$ cat config.mk
export PLATFORM = sky130hd
export DESIGN_NAME = light_sequencer_flat
export DESIGN_NICKNAME = d
export VERILOG_FILES = /design/src/rtl/light_pkg.sv /design/src/rtl/light_sequencer_if.sv /design/src/rtl/light_sequencer_lsb_diff.sv /design/src/rtl/light_sequencer.sv /design/src/flat_wrapper.sv
export SDC_FILE = /design/constraint.sdc
export NUM_CORES = 1
export LEC_CHECK = 0
export ABC_AREA = 1
export CORE_MARGIN = 4
export CORE_UTILIZATION = 33
export DETAILED_ROUTE_END_ITERATION = 16
export PLACE_DENSITY = 0.51
export SLEW_MARGIN = 20
export SYNTH_ARGS = -nofsm -noshare
export SYNTH_HDL_FRONTEND = slang
export SYNTH_SLANG_ARGS = --single-unit
$ cat constraint.sdc
create_clock -name clk -period 4.1 [get_ports clk]
set_input_delay 0.41 -clock clk [delete_from_list [all_inputs] [get_ports clk]]
set_output_delay 0.41 -clock clk [all_outputs]
set_load 0.05 [all_outputs]
$ cat src/rtl/light_pkg.sv
// Shared definitions for the lamp sequencer: FSM state encoding and lamp count.
package light_pkg;

  localparam int NLAMP = 16;

  typedef enum logic [1:0] {
    S_IDLE = 2'd0,
    S_RAMP = 2'd1,
    S_DONE = 2'd2
  } state_t;

endpackage

$ cat src/rtl/light_sequencer_if.sv
// Target/status bundle between the lighting system (master) and the lamp sequencer (slave).
interface light_sequencer_if;
  import light_pkg::*;

  logic [NLAMP-1:0] lightstate;
  logic             load;
  logic [NLAMP-1:0] lamp;
  logic             busy;
  logic             done;
  logic [4:0]       onnum;

  modport master (
    output lightstate, load,
    input  lamp, busy, done, onnum
  );

  modport slave (
    input  lightstate, load,
    output lamp, busy, done, onnum
  );

endinterface

$ cat src/rtl/light_sequencer_lsb_diff.sv
// Priority encoder: one-hot mask of the lowest-index lamp that differs from the target.
module lsb_diff
  import light_pkg::*;
(
  input  logic [NLAMP-1:0] lamp,
  input  logic [NLAMP-1:0] target,
  output logic [NLAMP-1:0] mask
);

  logic [NLAMP-1:0] diff;
  logic [NLAMP-1:0] seen;

  assign diff    = lamp ^ target;
  assign seen[0] = 1'b0;

  // seen[i] is high when any lower bit already differs
  generate
    for (genvar gi = 1; gi < NLAMP; gi++) begin : g_seen
      assign seen[gi] = seen[gi-1] | diff[gi-1];
    end
    for (genvar gi = 0; gi < NLAMP; gi++) begin : g_mask
      assign mask[gi] = diff[gi] & ~seen[gi];
    end
  endgenerate

endmodule

$ cat src/rtl/light_sequencer.sv
// Walks the lamp outputs toward a latched target one lamp per STEP cycles,
// with busy/done status and a live popcount of lit lamps.
module light_sequencer
  import light_pkg::*;
#(
  parameter int STEP = 4,
  parameter int CW   = 8
)
(
  input  logic             clk,
  input  logic             rstn,
  light_sequencer_if.slave bus
);

  localparam logic [CW-1:0] PRESC_LAST = CW'(STEP - 1);

  state_t           state_reg, state_next;
  logic [NLAMP-1:0] lamp_reg, lamp_next;
  logic [NLAMP-1:0] target_reg, target_next;
  logic [CW-1:0]    presc_reg, presc_next;
  logic [NLAMP-1:0] toggle_mask;
  logic [4:0]       onnum_comb;

  lsb_diff u_lsb_diff (
    .lamp   (lamp_reg),
    .target (target_reg),
    .mask   (toggle_mask)
  );

  always_ff @(posedge clk or negedge rstn) begin
    if (!rstn) begin
      state_reg  <= S_IDLE;
      lamp_reg   <= '0;
      target_reg <= '0;
      presc_reg  <= '0;
    end else begin
      state_reg  <= state_next;
      lamp_reg   <= lamp_next;
      target_reg <= target_next;
      presc_reg  <= presc_next;
    end
  end

  always_comb begin
    state_next  = state_reg;
    lamp_next   = lamp_reg;
    target_next = target_reg;
    presc_next  = presc_reg;
    case (state_reg)
      S_IDLE, S_DONE: begin
        if (bus.load) begin
          target_next = bus.lightstate;
          presc_next  = '0;
          state_next  = S_RAMP;
        end else begin
          state_next  = S_IDLE;
        end
      end
      S_RAMP: begin
        // A retarget only takes effect next edge; this edge still compares against the old target.
        if (bus.load) begin
          target_next = bus.lightstate;
        end
        if (lamp_reg == target_reg) begin
          state_next = S_DONE;
          presc_next = '0;
        end else if (presc_reg == PRESC_LAST) begin
          lamp_next  = lamp_reg ^ toggle_mask;
          presc_next = '0;
        end else begin
          presc_next = presc_reg + 1'b1;
        end
      end
      default: begin
        state_next = S_IDLE;
      end
    endcase
  end

  always_comb begin
    onnum_comb = '0;
    for (int i = 0; i < NLAMP; i++) begin
      onnum_comb = onnum_comb + 5'(lamp_reg[i]);
    end
  end

  assign bus.lamp  = lamp_reg;
  assign bus.busy  = (state_reg == S_RAMP);
  assign bus.done  = (state_reg == S_DONE);
  assign bus.onnum = onnum_comb;

endmodule

$ cat src/flat_wrapper.sv
// flat-port wrapper written by rule: the top's interface ports become plain ports
module light_sequencer_flat import light_pkg::*;
#(
  parameter int STEP = 4,
  parameter int CW   = 8
)
  (clk, rstn, bus_lightstate, bus_load, bus_lamp, bus_busy, bus_done, bus_onnum);
  light_sequencer_if bus_i ();
  input  logic clk;
  input  logic rstn;
  input wire logic [$bits(bus_i.lightstate)-1:0] bus_lightstate;
  input wire logic [$bits(bus_i.load)-1:0] bus_load;
  output wire logic [$bits(bus_i.lamp)-1:0] bus_lamp;
  output wire logic [$bits(bus_i.busy)-1:0] bus_busy;
  output wire logic [$bits(bus_i.done)-1:0] bus_done;
  output wire logic [$bits(bus_i.onnum)-1:0] bus_onnum;
  assign bus_i.lightstate = bus_lightstate;
  assign bus_i.load = bus_load;
  assign bus_lamp = bus_i.lamp;
  assign bus_busy = bus_i.busy;
  assign bus_done = bus_i.done;
  assign bus_onnum = bus_i.onnum;
  light_sequencer #(.STEP(STEP), .CW(CW)) u_core (.clk(clk), .rstn(rstn), .bus(bus_i));
endmodule
==> results of run 1 <==
==> Yosys cell counts (all sizes together), types with 4 or more instances <==
cell / instances / area [sq um]
dfrtp: 42 / 1050
o22ai: 4 / 25.0
a21oi: 14 / 70.1
nor2: 34 / 143
xor2: 12 / 105
nand3: 15 / 87.6
inv: 56 / 213
o21ai: 19 / 95.1
fa: 10 / 200
nand2: 66 / 260
ha: 6 / 75.1
nand4: 4 / 25.0
==> layout by cell type, fill, tap and decap left out, types with 3 or more instances in the layout <==
master,synthesis,layout
a21oi_1,14,14
buf_12,0,5
buf_4,0,4
clkbuf_8,0,5
clkdlybuf4s50_1,0,35
dfrtp_1,42,38
dfrtp_2,0,4
fa_1,10,8
ha_1,6,5
inv_1,54,51
inv_2,1,4
mux2_2,3,3
nand2_1,61,59
nand2_2,5,6
nand3_1,14,13
nand4_1,4,4
nor2_1,30,30
nor2_2,3,3
nor3_1,3,3
o21ai_0,15,14
o21ai_1,4,4
o22ai_1,4,4
xnor2_1,3,3
xor2_1,12,10
==> per-layer routing <==
metal  up-vias  GRT usage, %  routed length [um]
met5         -             0                   0
met4         0          3.97                  46
met3         4          3.03                 189
met2        29          21.8                2490
met1       905          17.9                2530
li1       1012             -                   -
==> what timing repair did <==
item                       in CTS  in global routing
setup endpoints to repair       4                  5
resized for setup               4                  1
pin swaps                       3                  1
==> worst max path at each step <==
stage          cells after the start               start           end
6_report                          11                flop  bus_onnum[2]
5_1_grt                           11                flop  bus_onnum[2]
4_1_cts                           11  u_core.bus.lamp[0]  bus_onnum[2]
3_5_place_dp                      11                flop  bus_onnum[2]
3_3_place_gp                      11                flop  bus_onnum[2]
2_1_floorplan                     10                flop  bus_onnum[2]
==> kinds of logic (layout without fill, tap and decap cells) <==
logic type               Yosys count  count (layout)  synth area share [%]
XOR/XNOR                          15              15                  5.31
flip-flops                        42              42                  42.5
adder cells (fa/ha/maj)           16              16                  11.1
AO/OA/AOI/OAI                     39              39                  8.29
multiplexers                       3               3                  1.36
AND/OR/NAND/NOR                  124             124                  21.9
buffers and inverters             60             108                  9.50
==> metrics by stage <==
step	power, W	cells	setup TNS (ns)	util [%]	cell area (sq um)
after floorplan	0.00160	299	-0.0515	-	2530
after global placement	0.00224	438	0	42.9	3110
after detailed placement	0.00227	438	0	42.9	3110
after CTS	0.00263	446	-0.858	44.7	3240
after global routing	0.00279	446	-1.34	44.7	3250
final	0.00260	446	-0.788	44.7	3250
==> where the power goes <==
part | internal (W) | total, W | switching [W]
Combinational | 0.000759 | 0.00174 | 0.000985
Clock | 0.000182 | 0.000332 | 0.000150
Sequential | 0.000472 | 0.000526 | 0.0000539
==> worst reg2reg max path, cell delays in order (launching register included) <==
cell and delay (ns):
dfrtp_2 0.43, buf_4 0.15, nand2_1 0.09, nand2_2 0.08
nor2_2 0.12, nand2_1 0.09, nor2_2 0.17, nand2_2 0.12
nand2_1 0.20, nor2_1 0.11, nand3_1 0.08, o21ai_0 0.09
==> layout make-up <==
cell class / count / share of cell area [%]
Clock buffer: 6 / 2.24
Clock inverter: 2 / 1.16
Inverter: 56 / 6.55
Multi-Input combinational cell: 197 / 38.9
Sequential cell: 42 / 32.5
Tap cell: 99 / 3.82
Timing Repair Buffer: 44 / 14.8
==> results.json, run 1 <==
{
  "routed_wl_um": 5250,
  "finalCriticalPeriod_ns": 4.33,
  "finalCritPeriodShare_pct": 106,
  "nNetsFinal": 381,
  "clock_latency_ns": 0.30,
  "regArea_sq_um": 1060,
  "antenna_found_initial": 0,
  "grt_pass1_wl_um": 9420,
  "hpwl_um": 4090,
  "syn_avg_cell_area_sq_um": 8.28,
  "rsz0062_at_grt": "true",
  "startpoint_type": "flop",
  "synth_cells": 299,
  "ys_ff_latch": 42,
  "worstHoldPathType": "in2async",
  "outcome": "finished with violations",
  "start_util_pct": 34.1,
  "crit_path_max_incr_delay_ns": 0.52,
  "synth_edf_count": 0,
  "gp_congestion": 0.856,
  "cts_buffer_depth": 2,
  "cts_tree": "yes",
  "grt_use_total_pct": 13.4,
  "cts.sinks": 42,
  "die_area_sq_um": 8950,
  "h-tree-depth": 2,
  "tightest_slew_ns": 0.546,
  "hold_violations": 0,
  "r2r-start": "u_core.bus.lamp[0]",
  "cp_data_arrival_time_ns": 3.92,
  "num_io_pins": 42,
  "whs_ns": 0.0978,
  "viasPerCell": 4.37,
  "worstSetupPathType": "reg2out",
  "regToRegSetupSlack_ns": 2.25,
  "power_density_nw_per_um2": 802,
  "ys_warn_count": 0,
  "vias": 1950,
  "dpl_worst_slack_ns": 0.0502,
  "setup.worst_path.end_class": "output port",
  "antennaDiodeCount": 0,
  "r2r_end": "u_core.presc_reg[3]",
  "synth.distinct_cells": 27,
  "fill_cells": 766,
  "max_freq_mhz": 231,
  "layout-drive-gt1-share_pct": 13.8,
  "critPathRequiredTime_ns": 3.69,
  "cts_made_buffers": 5,
  "max-cap-violations": 0,
  "drc": 0,
  "holdBufCountCts": 0,
  "slew_viol_final": 0,
  "firstDrtPassIters": 4,
  "cts_setup_buffers": 0,
  "failed_checks": "negative setup slack",
  "die_w_um": 94.6,
  "cpMostUsedCell": "fa_1",
  "core-area_sq_um": 7250,
  "ir_worst_vdd_mv": 0.366,
  "numPortBuffers": 41,
  "synth-async-reset-ratio_pct": 100,
  "antenna_left": 0,
  "setup_violations": 4,
  "multi_input_area_sq_um": 1260,
  "cpMaxStageDelayCell": "fa_1",
  "area_growth_pct": 31.1,
  "grt_max_degree": 43,
  "p_leak_nw": 1.48,
  "clk_pin_slew_ns": 0.09,
  "reg2regPathDepth": 11,
  "drtIter0Drc": 67,
  "clock-root-buffer": "clkbuf_8",
  "std_cell_rows": 31,
  "yosysSeqAreaShare_pct": 42.5,
  "layout_setup_ws_ns": -0.234,
  "slew_headroom_pct": 63.6,
  "cp_num_buf_inv": 3,
  "die_h_um": 94.6,
  "grt_pass1_vias": 2012,
  "cp_top_family": "adder cells",
  "ys.flop_type": "dfrtp_1",
  "syn_nets": 334,
  "critPathMaxFanout": 2,
  "netlist_area_sq_um": 2470,
  "post_drt_wl_per_cell_um": 11.8,
  "cp_cell_sequence": "ha_4 > inv_2 > fa_1 > fa_1 > fa_1 > fa_1 > fa_2 > inv_2 > fa_2 > xor2_4 > buf_12",
  "grt-ovfl-total": 0,
  "skew_ns": 0.0115
}
Note: power is estimated with default switching activity, not from simulation.
==> inputs of run 2 (changes only) <==
--- a/config.mk
+++ b/config.mk
@@ -14,3 +14,4 @@
 export SYNTH_ARGS = -nofsm -noshare
 export SYNTH_HDL_FRONTEND = slang
 export SYNTH_SLANG_ARGS = --single-unit
+export TNS_END_PERCENT = 100
==> results of run 2 <==
Final layout, timing and power as in run 1 (identical DEF).
